`config.mk`:
```
export PLATFORM = sky130hd
export DESIGN_NAME = bitwise_op_pipe
export DESIGN_NICKNAME = d
export VERILOG_FILES = /design/src/rtl/bitwise_op_pkg.sv /design/src/rtl/bitwise_op_stage.sv /design/src/rtl/bitwise_op_pipe.sv
export SDC_FILE = /design/constraint.sdc
export NUM_CORES = 1
export LEC_CHECK = 0
export BUFFER_PORTS_ARGS = -buffer_cell sky130_fd_sc_hd__buf_2
export CORE_MARGIN = 5
export CORE_UTILIZATION = 45
export CTS_BUF_LIST = sky130_fd_sc_hd__clkbuf_8
export CTS_CLUSTER_SIZE = 14
export DETAILED_ROUTE_END_ITERATION = 8
export PLACE_DENSITY = 0.76
export SYNTH_ARGS = -nofsm -noshare
export SYNTH_HDL_FRONTEND = slang
export SYNTH_SLANG_ARGS = --single-unit
```
`constraint.sdc`:
```
create_clock -name clk -period 3 [get_ports clk]
set_clock_uncertainty 0.15 [all_clocks]
set_input_delay 0.3 -clock clk [delete_from_list [all_inputs] [get_ports clk]]
set_output_delay 0.3 -clock clk [all_outputs]
set_load 0.02 [all_outputs]
```
`src/rtl/bitwise_op_pkg.sv`:
```
// Shared types and helpers for the pipelined bitwise logic unit.
//   op_e      : per-transaction operation select (AND/OR/XOR/XNOR)
//   popcount(): number of set bits in a vector of up to POP_MAX_W bits
package bitwise_op_pkg;

  typedef enum logic [1:0] {
    OP_AND  = 2'b00,
    OP_OR   = 2'b01,
    OP_XOR  = 2'b10,
    OP_XNOR = 2'b11
  } op_e;

  // Callers zero-extend their operand to this width; constant folding keeps
  // only the bits that actually exist at the call site.
  localparam int unsigned POP_MAX_W = 1024;

  function automatic int unsigned popcount(input logic [POP_MAX_W-1:0] v);
    int unsigned n;
    n = 0;
    for (int unsigned i = 0; i < POP_MAX_W; i++) begin
      if (v[i]) n++;
    end
    return n;
  endfunction

endpackage

```
`src/rtl/bitwise_op_stage.sv`:
```
// One register stage of the bitwise pipe carrying {valid, y, pop, zero}.
//   clk, rst_n            : clock, async active-low reset
//   up_valid/up_ready     : handshake with the previous stage (or the input)
//   up_y/up_pop/up_zero   : incoming result, popcount and zero flag
//   dn_valid/dn_ready     : handshake with the next stage (or the consumer)
//   dn_y/dn_pop/dn_zero   : registered result, popcount and zero flag
module bitwise_op_stage #(
  parameter int unsigned WIDTH = 4,
  parameter int unsigned POP_W = 3
) (
  input  logic             clk,
  input  logic             rst_n,
  input  logic             up_valid,
  output logic             up_ready,
  input  logic [WIDTH-1:0] up_y,
  input  logic [POP_W-1:0] up_pop,
  input  logic             up_zero,
  output logic             dn_valid,
  input  logic             dn_ready,
  output logic [WIDTH-1:0] dn_y,
  output logic [POP_W-1:0] dn_pop,
  output logic             dn_zero
);

  logic             valid_q, valid_d;
  logic [WIDTH-1:0] y_q;
  logic [POP_W-1:0] pop_q;
  logic             zero_q;
  logic             load;

  always_comb begin
    // Room exists when empty or when the held beat leaves this cycle, so
    // empty stages never hold up the ones behind them.
    up_ready = !valid_q || dn_ready;
    load     = up_valid && up_ready;
    valid_d  = up_ready ? up_valid : valid_q;
  end

  always_ff @(posedge clk or negedge rst_n) begin
    if (!rst_n) begin
      valid_q <= 1'b0;
      y_q     <= '0;
      pop_q   <= '0;
      zero_q  <= 1'b1;
    end else begin
      valid_q <= valid_d;
      if (load) begin
        y_q    <= up_y;
        pop_q  <= up_pop;
        zero_q <= up_zero;
      end
    end
  end

  assign dn_valid = valid_q;
  assign dn_y     = y_q;
  assign dn_pop   = pop_q;
  assign dn_zero  = zero_q;

endmodule

```
`src/rtl/bitwise_op_pipe.sv`:
```
// Pipelined bitwise logic unit: y = op(in_a, in_b) over PIPE_DEPTH stages with
// valid/ready flow control, plus popcount, zero flag and an accept counter.
//   clk, rst_n            : clock, async active-low reset
//   in_valid/in_ready     : operand beat handshake (in_ready depends on out_ready)
//   in_a, in_b, in_op     : operands and op select (op_e encoding)
//   out_valid/out_ready   : result beat handshake
//   out_y/out_pop/out_zero: result, number of set bits, result == 0
//   txn_count             : accepted beats modulo 2^CNT_W
module bitwise_op_pipe
  import bitwise_op_pkg::*;
#(
  parameter int unsigned WIDTH      = 4,
  parameter int unsigned PIPE_DEPTH = 2,
  parameter int unsigned CNT_W      = 16
) (
  input  logic                       clk,
  input  logic                       rst_n,
  input  logic                       in_valid,
  output logic                       in_ready,
  input  logic [WIDTH-1:0]           in_a,
  input  logic [WIDTH-1:0]           in_b,
  input  logic [1:0]                 in_op,
  output logic                       out_valid,
  input  logic                       out_ready,
  output logic [WIDTH-1:0]           out_y,
  output logic [$clog2(WIDTH+1)-1:0] out_pop,
  output logic                       out_zero,
  output logic [CNT_W-1:0]           txn_count
);

  localparam int unsigned POP_W = $clog2(WIDTH + 1);

  logic [WIDTH-1:0] y_in;
  logic [POP_W-1:0] pop_in;
  logic             zero_in;
  logic [CNT_W-1:0] txn_count_q, txn_count_d;

  always_comb begin
    y_in = '0;
    case (op_e'(in_op))
      OP_AND:  y_in = in_a & in_b;
      OP_OR:   y_in = in_a | in_b;
      OP_XOR:  y_in = in_a ^ in_b;
      OP_XNOR: y_in = ~(in_a ^ in_b);
      default: y_in = '0;
    endcase
    pop_in  = POP_W'(popcount(POP_MAX_W'(y_in)));
    zero_in = (y_in == '0);
  end

  always_comb begin
    txn_count_d = txn_count_q;
    if (in_valid && in_ready) txn_count_d = txn_count_q + CNT_W'(1);
  end

  always_ff @(posedge clk or negedge rst_n) begin
    if (!rst_n) txn_count_q <= '0;
    else        txn_count_q <= txn_count_d;
  end

  assign txn_count = txn_count_q;

  // Each stage keeps its link signals in its own scope; the ready chain runs
  // from the last stage back to in_ready without a self-referencing vector.
  for (genvar k = 0; k < PIPE_DEPTH; k++) begin : g_st
    logic             up_vld, up_rdy, up_zero;
    logic [WIDTH-1:0] up_y;
    logic [POP_W-1:0] up_pop;
    logic             dn_vld, dn_rdy, dn_zero;
    logic [WIDTH-1:0] dn_y;
    logic [POP_W-1:0] dn_pop;

    if (k == 0) begin : g_src
      assign up_vld  = in_valid;
      assign up_y    = y_in;
      assign up_pop  = pop_in;
      assign up_zero = zero_in;
    end else begin : g_link
      assign up_vld  = g_st[k-1].dn_vld;
      assign up_y    = g_st[k-1].dn_y;
      assign up_pop  = g_st[k-1].dn_pop;
      assign up_zero = g_st[k-1].dn_zero;
    end

    if (k == PIPE_DEPTH - 1) begin : g_sink
      assign dn_rdy = out_ready;
    end else begin : g_next
      assign dn_rdy = g_st[k+1].up_rdy;
    end

    bitwise_op_stage #(
      .WIDTH (WIDTH),
      .POP_W (POP_W)
    ) u_stage (
      .clk      (clk),
      .rst_n    (rst_n),
      .up_valid (up_vld),
      .up_ready (up_rdy),
      .up_y     (up_y),
      .up_pop   (up_pop),
      .up_zero  (up_zero),
      .dn_valid (dn_vld),
      .dn_ready (dn_rdy),
      .dn_y     (dn_y),
      .dn_pop   (dn_pop),
      .dn_zero  (dn_zero)
    );
  end

  assign in_ready  = g_st[0].up_rdy;
  assign out_valid = g_st[PIPE_DEPTH-1].dn_vld;
  assign out_y     = g_st[PIPE_DEPTH-1].dn_y;
  assign out_pop   = g_st[PIPE_DEPTH-1].dn_pop;
  assign out_zero  = g_st[PIPE_DEPTH-1].dn_zero;

endmodule

```
==> impl_metrics.csv, run 1 <==
group,metric,value,unit
outcome,status,"finished clean",
worst_hold_path,holdPathEnd,"g_st[0].u_stage.dn_valid",
routing,dr_wl_met3,168,microns
synth,synth_top_cell_area_share,0.439,
critical_path,crit_arrival,2740,ps
cts,cts.clk_slew.worst_paths,60,ps
critical_path,r2r-start,"g_st[1].u_stage.dn_valid",
floorplanning,start_util,0.459,
critical_path,path_class,"in2reg",
critical_path,r2r_slack,1050,ps
worst_hold_path,hp-start,"in_valid",
cts,cts-root-buf,"clkbuf_8",
sta,hold_viol,0,
routing,num_vias,1289,
power_and_ir_drop,power_density,645,nW/um^2
critical_path,crit_path_end_kind,"flip-flop",
critical_path,max_stage_delay,490,ps
global_route,grt_max_degree,35,
cts,cts_made_buffers,5,
routing,vias_per_cell,4.88,
sta,slew_viol_final,0,
cts,clockBufferDepth,2,
routing,drt-pass1-iter-count,4,
power_and_ir_drop,p_leak,1.09,nW
sta,fin_crit,2680,ps
routing,dr_wl_met2,1490,microns
global_route,gr-usage-all-layers,0.133,
cells_and_area,utilization,0.541,
synth,synth.area.top_cells,"dfrtp_1 44%, ha_1 8.9%, xnor2_1 7.2%, mux2_2 4.9%, nand2_1 4.5%",
synth,synth-seq-cells,34,
global_route,grt_overflow_total,0,
cells_and_area,antennaDiodeCount,0,
power_and_ir_drop,power,1.38,mW
sta,rsz0062_at_grt,"no",
place,dp_cells,255,
sta,tns,0,ps
synth,synthesis.nets,197,
routing,wl_per_cell,11.9,microns
routing,drt-total-wl,3150,microns
critical_path,rr_worst_depth,5,
synth,synthCells,170,
floorplanning,ios,40,
synth,ys_types,37,
sta,relSlewSlack,0.517,
synth,ys_seq_area_frac,0.468,
floorplanning,dieArea,5420,sq um
routing,route.detailed.drc,0,
cts,clock-sinks,34,
cts,cts_resized,0,
place,io_buffers,39,
flow_run,drv_cap,0,
sta,period_share,0.894,
cts,cts_tree,"yes",
global_route,grt_first_pass_wirelength,5670,microns
worst_hold_path,hp-class,"in2reg",
place,dp_hpwl,2450,microns
floorplanning,fp.dieW,73.7,microns
global_route,antenna_found_initial,0,
critical_path,cp.required,3050,ps
floorplanning,die_h,73.7,microns
cells_and_area,layout.nets,240,
place,place.gp.congestion,0.738,
cts,post_cts_buffers,0,
critical_path,slowest_stage,"nor4_1",
critical_path,rr_endpoint,"txn_count[15]",
floorplanning,rows,23,
cells_and_area,layoutNonFillerInstCount,264,
power_and_ir_drop,irDropWorstVdd,0.000294,V
synth,yosys.area.top_type,"dfrtp_1",
routing,drtIter0Drc,68,
synth,yosysWarnings,0,
cts,ctsHoldBuffers,1,
sta,worstMarginPinSlew,725,ps
place,pre_cts_ws,22.9,ps
routing,wl_met1,1420,microns
cells_and_area,area_growth,17.8,%
critical_path,worstSetupStartpointType,"input pin",
cells_and_area,drive_gt1_frac,0.280,
critical_path,cp_cell_sequence,"buf_2 > inv_1 > ha_1 > xnor2_1 > a21oi_1 > inv_1 > ha_1 > nor4_1 > nor4_4 > ha_1 > a211o_1 > a31oi_1",
critical_path,cp_max_fo,5,
global_route,grt_pass1_vias,1254,
sta,report.final.setup_viol,0,
worst_hold_path,hold_depth,2,
routing,top_layer,"met4",
sta,fmax,373,MHz
synth,syn_avg_cell_area,10.7,sq um
floorplanning,core,3970,sq um
routing,antenna_left,0,
cts,insertion_delay,280,ps
critical_path,crit_path_frequent_cell,"ha_1",
synth,synth_area,1820,sq um
sta,setup_ws,317,ps
cts,h-tree-depth,2,
power breakdown:
group	internal (mW)	switching, mW	leakage [nW]
registers	0.560	0.0791	0.423
clock network	0.154	0.151	0.0519
logic	0.181	0.258	0.618
total	0.895	0.489	1.09
worst max-delay path: cells and delay by family:
| kind | cells | cell delay, ps |
|---|---|---|
| adder cells (fa/ha/maj) | 3 | 840 |
| AO/OA/AOI/OAI | 3 | 640 |
| AND/OR/NAND/NOR | 2 | 590 |
| buffers and inverters | 3 | 230 |
| XOR/XNOR | 1 | 120 |
registers in the layout (all words and copies together) (netlist names):
name and count:
txn_count 16, g_st.u_stage.dn_y 8, g_st.u_stage.dn_pop 6, g_st.u_stage.dn_valid 2, g_st.u_stage.dn_zero 2
cell families after synthesis:
| group | after synthesis | synth area share |
|---|---|---|
| compound gates | 18 | 0.0638 |
| xor+xnor | 20 | 0.100 |
| flops | 34 | 0.468 |
| buf+inv | 17 | 0.0398 |
| simple gates | 59 | 0.184 |
| mux | 9 | 0.0549 |
| fa+ha+maj | 13 | 0.0892 |
Yosys cell counts:
master,count
dfstp_2,2
o211a_1,1
ha_1,13
and3_1,2
mux2_2,8
nand3_2,1
and2_1,2
nand2_1,22
nand4_1,4
buf_6,1
nor3b_1,1
nand2b_1,3
a211o_1,1
buf_2,1
a31o_1,1
a31oi_1,1
o21a_1,1
nand3b_1,1
inv_1,13
xnor2_1,15
o21ai_1,2
mux2i_1,1
nor2b_4,1
nor2_1,4
xor2_1,4
a21oi_1,2
o21ai_0,7
nor4_4,2
nand3_1,7
nor4_1,1
dfrtp_1,32
o31ai_2,1
xnor2_2,1
nor2b_1,5
nor3_1,3
clkbuf_1,2
o211ai_1,1
worst max path at each step:
stage,slack (ps),from,cells past startpoint,end
after floorplan,300,in_a[0],12,g_st[0].u_stage.dn_pop[1]
after global placement,110,in_a[0],13,g_st[0].u_stage.dn_pop[1]
after detailed placement,20,in_a[1],13,g_st[0].u_stage.dn_pop[1]
after CTS,320,in_a[1],13,g_st[0].u_stage.dn_pop[1]
after global routing,170,in_a[1],12,g_st[0].u_stage.dn_pop[2]
final,320,in_a[1],12,g_st[0].u_stage.dn_pop[2]
per-stage QoR:
stage	hold slack (ps)	cell area [sq um]
5_1_grt	118	2150
2_1_floorplan	-146	1820
4_1_cts	93.0	2150
6_report	99.7	2150
3_5_place_dp	249	2060
3_3_place_gp	253	2060
cells in the final DEF, fill, tap and decap left out:
cell type and instances:
xor2_1 4, a211o_1 1, o31ai_2 1, nand3_1 7, and3_1 2, nor3b_1 1, nor3_1 3, o211a_1 1
a21oi_1 2, nand2b_1 3, nand3b_1 1, nor4_4 2, a31o_1 1, ha_1 13, o21a_1 1, and2_1 2
xnor2_2 1, o21ai_1 2, nand3_2 1, nand4_1 4, clkbuf_8 5, dfrtp_1 32, dlygate4sd3_1 1, dfstp_2 2
inv_1 16, nor2_1 4, mux2_2 8, nor4_1 1, nor2b_4 1, xnor2_1 15, o211ai_1 1, o21ai_0 7
nor2b_1 5, a31oi_1 1, nand2_1 22, buf_2 39, mux2i_1 1
layout make-up:
class                      count  area [sq um]
timing repair buffer          40           205
fill                         358          1820
tap                           50          62.6
multi-input combinational    119           897
clock inverter                 3          11.3
inverter                      13          48.8
sequential                    34           853
clock buffer                   5          68.8
layer usage:
| layer | vias up | GRT usage |
|---|---|---|
| met4 | 0 | 0.0584 |
| met2 | 27 | 0.209 |
| met3 | 9 | 0.0315 |
| met5 | - | 0 |
| li1 | 652 | - |
| met1 | 601 | 0.174 |
Note: power is estimated with default switching activity, not from simulation.
==> inputs of run 2 (changes only) <==
--- a/config.mk
+++ b/config.mk
@@ -7,11 +7,11 @@
 export LEC_CHECK = 0
 export BUFFER_PORTS_ARGS = -buffer_cell sky130_fd_sc_hd__buf_2
 export CORE_MARGIN = 5
-export CORE_UTILIZATION = 45
+export CORE_UTILIZATION = 57
 export CTS_BUF_LIST = sky130_fd_sc_hd__clkbuf_8
 export CTS_CLUSTER_SIZE = 14
 export DETAILED_ROUTE_END_ITERATION = 8
-export PLACE_DENSITY = 0.76
+export PLACE_DENSITY = 0.91
 export SYNTH_ARGS = -nofsm -noshare
 export SYNTH_HDL_FRONTEND = slang
 export SYNTH_SLANG_ARGS = --single-unit
==> impl_metrics.csv, run 2 (synthesized netlist as in run 1, its figures left out) <==
group,metric,value,unit
outcome,status,"finished clean",
floorplanning,dieArea,4430,sq um
sta,rsz0062_at_grt,"no",
flow_run,drv_cap,0,
power_and_ir_drop,irDropWorstVdd,0.000280,V
routing,route.detailed.drc,0,
routing,num_vias,1271,
critical_path,slowest_stage,"nor4_1",
cells_and_area,layout.nets,240,
critical_path,path_class,"in2reg",
routing,drt-total-wl,3050,microns
cts,cts-root-buf,"clkbuf_8",
critical_path,rr_worst_depth,5,
critical_path,crit_path_end_kind,"flip-flop",
cells_and_area,layout_common_cells,"39 x buf_2, 32 x dfrtp_1, 22 x nand2_1, 16 x inv_1, 15 x xnor2_1",
critical_path,cp_cell_sequence,"buf_2 > inv_1 > ha_1 > xnor2_1 > a21oi_1 > inv_1 > ha_1 > nor4_1 > nor4_4 > ha_1 > nand2_1 > o21ai_0 > a31o_1",
cts,cts_made_buffers,5,
cts,ctsHoldBuffers,1,
cts,cts_tree,"yes",
sta,report.final.setup_viol,0,
cells_and_area,largest_reg_flops,16,
power_and_ir_drop,p_leak,1.09,nW
cells_and_area,final_common_cell,"buf_2",
cells_and_area,nFillCells,254,
cells_and_area,area_growth,17.4,%
floorplanning,die_h,66.6,microns
power_and_ir_drop,power_density,648,nW/um^2
sta,worstMarginPinSlew,711,ps
cells_and_area,drive_gt1_frac,0.280,
cts,h-tree-depth,2,
global_route,grt_first_pass_wirelength,5350,microns
worst_hold_path,hp-class,"in2reg",
global_route,grt_max_degree,35,
critical_path,cp_max_fo,5,
routing,drt-pass1-iter-count,4,
routing,drtIter0Drc,107,
sta,fin_hold_ws,107,ps
critical_path,max_stage_delay,490,ps
cts,cts_resized,0,
sta,tns,0,ps
global_route,grt_overflow_total,0,
cells_and_area,antennaDiodeCount,0,
floorplanning,rows,20,
critical_path,crit_arrival,2700,ps
critical_path,crit_path_frequent_cell,"ha_1",
sta,slew_viol_final,0,
sta,hold_viol,0,
place,place.gp.congestion,0.814,
floorplanning,start_util,0.597,
cts,cts.clk_slew.worst_paths,60,ps
floorplanning,fp.dieW,66.6,microns
worst_hold_path,hold_depth,2,
floorplanning,core,3050,sq um
routing,wl_per_cell,11.8,microns
place,io_buffers,39,
sta,relSlewSlack,0.526,
cts,clockBufferDepth,2,
cts,insertion_delay,290,ps
place,dp_hpwl,2360,microns
cts,post_cts_buffers,0,
power_and_ir_drop,power,1.39,mW
critical_path,worstSetupStartpointType,"input pin",
cts,clock-sinks,34,
routing,antenna_left,0,
routing,vias_per_cell,4.93,
sta,fmax,375,MHz
critical_path,cp.required,3030,ps
sta,period_share,0.890,
place,pre_cts_ws,28.8,ps
sta,setup_ws,330,ps
sta,fin_crit,2670,ps
floorplanning,ios,40,
global_route,gr-usage-all-layers,0.163,
global_route,grt_pass1_vias,1210,
global_route,antenna_found_initial,0,
==> run 2: cell counts in the layout (fill, tap and decap cells not counted) <==
No cell type changed its count.
==> run 2: final timing paths <==
path,end,slack (ps),startpoint
worst max-delay path,g_st[0].u_stage.dn_pop[1],330,in_a[0]
worst min-delay path,g_st[0].u_stage.dn_valid,110,in_valid
worst max register to register,txn_count[7],1050,g_st[1].u_stage.dn_valid
worst min register to register,txn_count[15],330,txn_count[15]
max in group asynchronous,txn_count[5],1800,rst_n
min in group asynchronous,g_st[1].u_stage.dn_y[2],450,rst_n
==> run 2: layout make-up <==
cell class                 instances  area [sq um]  share of cell area
timing repair buffer              40           205              0.0959
inverter                          13          48.8              0.0228
tap                               44          55.1              0.0257
clock inverter                     3          11.3             0.00526
clock buffer                       5          68.8              0.0322
multi-input combinational        119           897               0.419
sequential                        34           853               0.399
==> run 2: critical path, delay by kind of cell <==
kind / cells / cell delay (ps)
AOI/OAI and AO/OA: 3 / 450
xor gates and xnor gates: 1 / 120
adders and majority gates: 3 / 950
buffers and inverters: 3 / 240
and+or+nand+nor: 3 / 640
==> run 2: per-stage QoR <==
stage	instances	util	area, sq um
2_1_floorplan	170	-	1820
3_3_place_gp	249	0.671	2050
3_5_place_dp	249	0.671	2050
4_1_cts	258	0.701	2140
5_1_grt	258	0.701	2140
6_report	258	0.701	2140
==> run 2: where the power goes <==
group	switching, mW	internal (mW)
Clock	0.150	0.154
Combinational	0.258	0.182
Sequential	0.0819	0.560
==> run 2: routing by layer <==
| metal | wire (microns) | up-vias | global-route usage |
|---|---|---|---|
| met5 | 0 | - | 0 |
| met4 | 84 | 0 | 0.0990 |
| met3 | 195 | 8 | 0.0556 |
| met2 | 1370 | 33 | 0.250 |
| met1 | 1400 | 575 | 0.195 |
| li1 | - | 655 | - |
